$ cat src/rtl/proc_io_bridge_if.sv
// Processor IO bus plus the external input/output streams of the IO bridge.
// slave: the bridge side; master: the core/environment side.
interface proc_io_bridge_if #(
    parameter int NUBITS = 16,
    parameter int NUIOIN = 8,
    parameter int NUIOOU = 8
);
    localparam int IAW = (NUIOIN > 1) ? $clog2(NUIOIN) : 1;
    localparam int OAW = (NUIOOU > 1) ? $clog2(NUIOOU) : 1;

    // processor side
    logic [IAW-1:0]    addr_in;
    logic              req_in;
    logic [NUBITS-1:0] io_in;
    logic [NUBITS-1:0] io_out;
    logic [OAW-1:0]    addr_out;
    logic              out_en;
    // external input stream
    logic [NUBITS-1:0] ext_in_data;
    logic [IAW-1:0]    ext_in_addr;
    logic              ext_in_valid;
    logic              ext_in_ready;
    // external output stream
    logic [NUBITS-1:0] ext_out_data;
    logic [OAW-1:0]    ext_out_addr;
    logic              ext_out_valid;
    logic              ext_out_ready;
    // status
    logic [NUIOIN-1:0] in_fresh;
    logic              ovf_flag;
    logic              unf_flag;
    logic              clr_flags;

    modport slave (
        input  addr_in, req_in, io_out, addr_out, out_en,
        input  ext_in_data, ext_in_addr, ext_in_valid, ext_out_ready, clr_flags,
        output io_in, ext_in_ready, ext_out_data, ext_out_addr, ext_out_valid,
        output in_fresh, ovf_flag, unf_flag
    );

    modport master (
        output addr_in, req_in, io_out, addr_out, out_en,
        output ext_in_data, ext_in_addr, ext_in_valid, ext_out_ready, clr_flags,
        input  io_in, ext_in_ready, ext_out_data, ext_out_addr, ext_out_valid,
        input  in_fresh, ovf_flag, unf_flag
    );
endinterface

$ cat src/rtl/proc_io_bridge.sv
// Peripheral-side responder for the processor IO bus.
// Input side: per-address holding registers with fresh flags fed by a
// valid/ready stream. Output side: processor writes queued as {addr, data}
// in a FIFO drained to a valid/ready stream.
module proc_io_bridge #(
    parameter int NUBITS = 16,
    parameter int NUIOIN = 8,
    parameter int NUIOOU = 8,
    parameter int ODEPTH = 8
) (
    input logic             clk,
    input logic             rst,
    proc_io_bridge_if.slave bus
);
    localparam int IAW = (NUIOIN > 1) ? $clog2(NUIOIN) : 1;
    localparam int OAW = (NUIOOU > 1) ? $clog2(NUIOOU) : 1;
    localparam int PW  = $clog2(ODEPTH);

    // ---------------- input side ----------------
    logic [NUBITS-1:0] hold [NUIOIN];
    logic [NUIOIN-1:0] fresh;
    logic              rd_ok, ld_ok;
    logic              rd_hit, load, unf_set;

    // Range checks only exist when the address space is not fully populated.
    if (NUIOIN == (1 << IAW)) begin : g_in_full
        assign rd_ok = 1'b1;
        assign ld_ok = 1'b1;
    end else begin : g_in_part
        assign rd_ok = (32'(bus.addr_in) < 32'(NUIOIN));
        assign ld_ok = (32'(bus.ext_in_addr) < 32'(NUIOIN));
    end

    assign rd_hit           = bus.req_in && rd_ok;
    assign bus.io_in        = rd_ok ? hold[bus.addr_in] : '0;
    assign bus.ext_in_ready = ld_ok && !fresh[bus.ext_in_addr];
    assign load             = bus.ext_in_valid && bus.ext_in_ready;
    assign unf_set          = rd_hit && !fresh[bus.addr_in];
    assign bus.in_fresh     = fresh;

    // Holding registers: a load to the address being read wins the fresh flag.
    always_ff @(posedge clk or posedge rst) begin
        if (rst) begin
            for (int i = 0; i < NUIOIN; i++) hold[i] <= '0;
            fresh <= '0;
        end else begin
            for (int i = 0; i < NUIOIN; i++) begin
                if (load && bus.ext_in_addr == IAW'(i)) begin
                    hold[i]  <= bus.ext_in_data;
                    fresh[i] <= 1'b1;
                end else if (rd_hit && bus.addr_in == IAW'(i)) begin
                    fresh[i] <= 1'b0;
                end
            end
        end
    end

    // ---------------- output FIFO ----------------
    logic [OAW+NUBITS-1:0] mem [ODEPTH];
    logic [PW-1:0]         wr_ptr, rd_ptr;
    logic [PW:0]           count;
    logic                  full, pop, push, ovf_set;

    assign full              = (count == (PW+1)'(ODEPTH));
    assign bus.ext_out_valid = (count != '0);
    assign pop               = bus.ext_out_valid && bus.ext_out_ready;
    // A pop in the same cycle frees the slot, so a full FIFO can still accept.
    assign push              = bus.out_en && (!full || pop);
    assign ovf_set           = bus.out_en && full && !pop;
    assign {bus.ext_out_addr, bus.ext_out_data} = mem[rd_ptr];

    // Storage is cleared on reset so the head reads as zero while empty.
    always_ff @(posedge clk or posedge rst) begin
        if (rst) begin
            for (int i = 0; i < ODEPTH; i++) mem[i] <= '0;
        end else if (push) begin
            mem[wr_ptr] <= {bus.addr_out, bus.io_out};
        end
    end

    // Pointers wrap naturally at ODEPTH (power of two).
    always_ff @(posedge clk or posedge rst) begin
        if (rst) begin
            wr_ptr <= '0;
            rd_ptr <= '0;
            count  <= '0;
        end else begin
            if (push) wr_ptr <= wr_ptr + 1'b1;
            if (pop)  rd_ptr <= rd_ptr + 1'b1;
            case ({push, pop})
                2'b10:   count <= count + 1'b1;
                2'b01:   count <= count - 1'b1;
                default: count <= count;
            endcase
        end
    end

    // Sticky error flags; a set event beats a clear in the same cycle.
    always_ff @(posedge clk or posedge rst) begin
        if (rst) begin
            bus.ovf_flag <= 1'b0;
            bus.unf_flag <= 1'b0;
        end else begin
            if (ovf_set)            bus.ovf_flag <= 1'b1;
            else if (bus.clr_flags) bus.ovf_flag <= 1'b0;
            if (unf_set)            bus.unf_flag <= 1'b1;
            else if (bus.clr_flags) bus.unf_flag <= 1'b0;
        end
    end
endmodule

$ cat src/flat_wrapper.sv
// flat-port wrapper written by rule: the top's interface ports become plain ports
module proc_io_bridge_flat 
#(
    parameter int NUBITS = 16,
    parameter int NUIOIN = 8,
    parameter int NUIOOU = 8,
    parameter int ODEPTH = 8
)
  (clk, rst, bus_addr_in, bus_req_in, bus_io_out, bus_addr_out, bus_out_en, bus_ext_in_data, bus_ext_in_addr, bus_ext_in_valid, bus_ext_out_ready, bus_clr_flags, bus_io_in, bus_ext_in_ready, bus_ext_out_data, bus_ext_out_addr, bus_ext_out_valid, bus_in_fresh, bus_ovf_flag, bus_unf_flag);
  proc_io_bridge_if #(.NUBITS(NUBITS), .NUIOIN(NUIOIN), .NUIOOU(NUIOOU)) bus_i ();
  input logic clk;
  input logic rst;
  input wire logic [$bits(bus_i.addr_in)-1:0] bus_addr_in;
  input wire logic [$bits(bus_i.req_in)-1:0] bus_req_in;
  input wire logic [$bits(bus_i.io_out)-1:0] bus_io_out;
  input wire logic [$bits(bus_i.addr_out)-1:0] bus_addr_out;
  input wire logic [$bits(bus_i.out_en)-1:0] bus_out_en;
  input wire logic [$bits(bus_i.ext_in_data)-1:0] bus_ext_in_data;
  input wire logic [$bits(bus_i.ext_in_addr)-1:0] bus_ext_in_addr;
  input wire logic [$bits(bus_i.ext_in_valid)-1:0] bus_ext_in_valid;
  input wire logic [$bits(bus_i.ext_out_ready)-1:0] bus_ext_out_ready;
  input wire logic [$bits(bus_i.clr_flags)-1:0] bus_clr_flags;
  output wire logic [$bits(bus_i.io_in)-1:0] bus_io_in;
  output wire logic [$bits(bus_i.ext_in_ready)-1:0] bus_ext_in_ready;
  output wire logic [$bits(bus_i.ext_out_data)-1:0] bus_ext_out_data;
  output wire logic [$bits(bus_i.ext_out_addr)-1:0] bus_ext_out_addr;
  output wire logic [$bits(bus_i.ext_out_valid)-1:0] bus_ext_out_valid;
  output wire logic [$bits(bus_i.in_fresh)-1:0] bus_in_fresh;
  output wire logic [$bits(bus_i.ovf_flag)-1:0] bus_ovf_flag;
  output wire logic [$bits(bus_i.unf_flag)-1:0] bus_unf_flag;
  assign bus_i.addr_in = bus_addr_in;
  assign bus_i.req_in = bus_req_in;
  assign bus_i.io_out = bus_io_out;
  assign bus_i.addr_out = bus_addr_out;
  assign bus_i.out_en = bus_out_en;
  assign bus_i.ext_in_data = bus_ext_in_data;
  assign bus_i.ext_in_addr = bus_ext_in_addr;
  assign bus_i.ext_in_valid = bus_ext_in_valid;
  assign bus_i.ext_out_ready = bus_ext_out_ready;
  assign bus_i.clr_flags = bus_clr_flags;
  assign bus_io_in = bus_i.io_in;
  assign bus_ext_in_ready = bus_i.ext_in_ready;
  assign bus_ext_out_data = bus_i.ext_out_data;
  assign bus_ext_out_addr = bus_i.ext_out_addr;
  assign bus_ext_out_valid = bus_i.ext_out_valid;
  assign bus_in_fresh = bus_i.in_fresh;
  assign bus_ovf_flag = bus_i.ovf_flag;
  assign bus_unf_flag = bus_i.unf_flag;
  proc_io_bridge #(.NUBITS(NUBITS), .NUIOIN(NUIOIN), .NUIOOU(NUIOOU), .ODEPTH(ODEPTH)) u_core (.clk(clk), .rst(rst), .bus(bus_i));
endmodule
$ cat config.mk
export PLATFORM = sky130hd
export DESIGN_NAME = proc_io_bridge_flat
export DESIGN_NICKNAME = d
export VERILOG_FILES = /design/src/rtl/proc_io_bridge_if.sv /design/src/rtl/proc_io_bridge.sv /design/src/flat_wrapper.sv
export SDC_FILE = /design/constraint.sdc
export NUM_CORES = 1
export LEC_CHECK = 0
export CORE_ASPECT_RATIO = 1.5
export CORE_MARGIN = 2
export CORE_UTILIZATION = 50
export DETAILED_ROUTE_END_ITERATION = 12
export PLACE_DENSITY_LB_ADDON = 0.1
export RECOVER_POWER = 50
export REMOVE_ABC_BUFFERS = 1
export SLEW_MARGIN = 20
export SYNTH_ARGS = -nofsm -noshare
export SYNTH_HDL_FRONTEND = slang
export SYNTH_SLANG_ARGS = --single-unit
$ cat constraint.sdc
create_clock -name clk -period 14.9 [get_ports clk]
set_input_delay 2.235 -clock clk [delete_from_list [all_inputs] [get_ports clk]]
set_output_delay 2.235 -clock clk [all_outputs]
set_load 0.1 [all_outputs]
==> summary.txt <==
Status = finished with violations
Failing checks = max-capacitance violations, max-slew violations
Synth Area in XOR/XNOR = 0.574%
Worst Path Required = 12660 ps
Flop pwr share = 35.4%
Final hold violation count = 0
Pre-CTS setup slack = 7800 ps
PwrDens = 244 nW/um^2
Comb pwr share = 45.8%
FP Rows = 74
DR pass1 iterations = 7
Via Count = 7601
Via density = 5.84
Longest Clk Path Bufs = 3
Post-route setup slack = 6170 ps
Hold Worst Slack = 499 ps
Number of enable flip-flop cells after synthesis = 0
Antenna violations before repair = 0
Yosys reg bits = 300
Power, Total = 3.88 mW
First-pass GRT wire length = 49.0 mm
Net Sw Frac = 39.7%
Ant. Diodes = 0
Filler-free cell count of the finished design = 1301
Worst ir drop on vdd = 0.000219 V
RSZ-0062 raised after global routing = false
Avg Inst Size Synth = 16.4 sq um
Detailed-route DRC error count = 0
Fmax = 0.115 GHz
Wire per inst = 23.2 um
Final min period = 8730 ps
Total die area = 28900 sq um
Max-cap violations = 5
CTS tree = built
Main combinational cell family by area after synthesis = multiplexers
Gpl congestion = 0.781
Placed insts = 1249
NetSw = 1.54 mW
Worst Path Max Fanout = 39
Total gr overflow = 0
Clock sinks = 300
Async S/R FF share, synth = 100%
Sequential cell area fraction in the yosys report = 54.6%
Die width = 139 um
Startpoint types = primary input
Simple-gate share of the synthesized area = 2.15%
Actual slew at the worst max-slew pin = 6360 ps
Compound-Gate Fraction of Synth Area = 1.72%
HP Class = reg2reg
Final setup TNS = 0 ps
Setup Skew = 7.99 ps
Top FF cell, synth = dfrtp_1
Initial DRC Count = 328
CP endpoint kind = primary output
Final Max Tran Viols = 247
Most common cell after layout, fill and taps aside = mux2_2
# H-tree levels = 1
Critical Setup Path Class = in2out
Number of top-level pins = 95
Core area = 27100 sq um
Layout cells sized above 1 = 48.4%
Nets = 991
WL final = 30.2 mm
Setup Buffers After CTS = 0
Tcrit/Tclk final = 58.6%
Die extent in y = 207 um
Synth Area in Adders = 0.455%
Number of global-route vias before repair = 8693
Post-synthesis mux area share = 38.4%
PortBufs = 94
Total CTS buffers = 29
Final setup violation count = 0
Clock transition at the registers of the reported paths = 60 ps
Clock power share = 18.9%
Latest clock arrival within the worst-skew pair = 560 ps
Global Route Usage Sum = 21.5%
Post-route ant nets = 0
Fin util = 58.7%
Largest net degree at the start of global routing = 148
Post-CTS sizing = 0
Cell area after layout = 15900 sq um
CP arrival = 6490 ps
Post-synthesis cell type count = 43
Final HPWL DP = 19.0 mm
Cells after Synth = 838
Max-Slew Margin vs Limit = -326%
Yosys warns = 0
Power Internal = 2.34 mW
Most frequent cells in the layout = mux2_2, dfrtp_1, clkdlybuf4s50_1, mux4_2, clkbuf_16
Static leakage = 6.67 nW
Syn-to-layout area delta = 15.9%
Clock tree root buffer cell = clkbuf_16
Synth Cell Area = 13700 sq um
Hold_buf cts = 0
Starting Density = 50.7%
Post-DP Area = 15000 sq um
==> cells in the mapped netlist (all sizes together), types with 4 or more instances <==
cell    number  area share [%]
a21o         8            0.45
a21oi        7            0.42
buf         34             1.5
clkbuf      13            0.36
dfrtp      300              55
ha           5            0.46
inv          7            0.19
mux2       318              26
mux2i        4            0.29
mux4        72              12
nand2       17            0.46
nand3        9            0.36
nor2         6            0.16
xnor2        6            0.38
==> worst paths after layout <==
kind / cells past startpoint / startpoint / slack, ps / endpoint
max in group asynchronous: 3 / rst / 7880 / u_core.hold[30]
max reg2reg: 6 / u_core.count[0] / 11750 / u_core.mem[34]
min reg2reg: 1 / u_core.mem[90] / 500 / u_core.mem[90]
min in group asynchronous: 2 / rst / 4150 / u_core.hold[13]
min: 1 / u_core.mem[90] / 500 / u_core.mem[90]
max: 5 / bus_addr_in[0] / 6170 / bus_io_in[6]
==> per-layer routing <==
metal | up-vias | global-route usage, % | wire length [um]
li1 | 3327 | - | -
met1 | 4091 | 26.0 | 12000
met2 | 135 | 39.7 | 16500
met3 | 48 | 3.31 | 1190
met4 | 0 | 6.03 | 611
met5 | - | 0 | 0
==> cell type report <==
class                   instances  area (sq um)
clock buffers                  49           911
repair buffers                116          1080
fillers                      2093         11200
clock inverters                 3          43.8
well taps                     342           428
inverters                       7          27.5
multi-input cells             484          5930
flip-flops and latches        300          7510
==> critical path, cell delays in order <==
cell             delay (ps)
buf_2                    70
clkbuf_1               2160
mux4_2                  710
mux2_2                  310
clkdlybuf4s50_1         970
==> sequential cells by signal, indices dropped and copies added (netlist names) <==
register,count
u_core.hold,128
u_core.bus.in_fresh,8
u_core.wr_ptr,3
u_core.bus.ovf_flag,1
u_core.rd_ptr,3
u_core.bus.unf_flag,1
u_core.count,4
u_core.mem,152
==> power by group through the flow <==
stage / Combinational, mW / Sequential [mW] / Clock (mW)
global placement: 1.76 / 1.35 / 0
finish: 1.78 / 1.37 / 0.732
global route: 1.87 / 1.42 / 0.786
detailed placement: 1.79 / 1.39 / 0
CTS: 1.80 / 1.37 / 0.750
floorplan: 1.38 / 1.38 / 0
==> kinds of logic (layout without fill, tap and decap cells) <==
family,Yosys count,in the layout
AO/OA/AOI/OAI,24,24
XOR/XNOR,9,9
adder cells (fa/ha/maj),5,5
buffers and inverters,54,175
flip-flops,300,300
multiplexers,394,394
AND/OR/NAND/NOR,52,52
No activity file was read; power rests on OpenSTA's default activity.
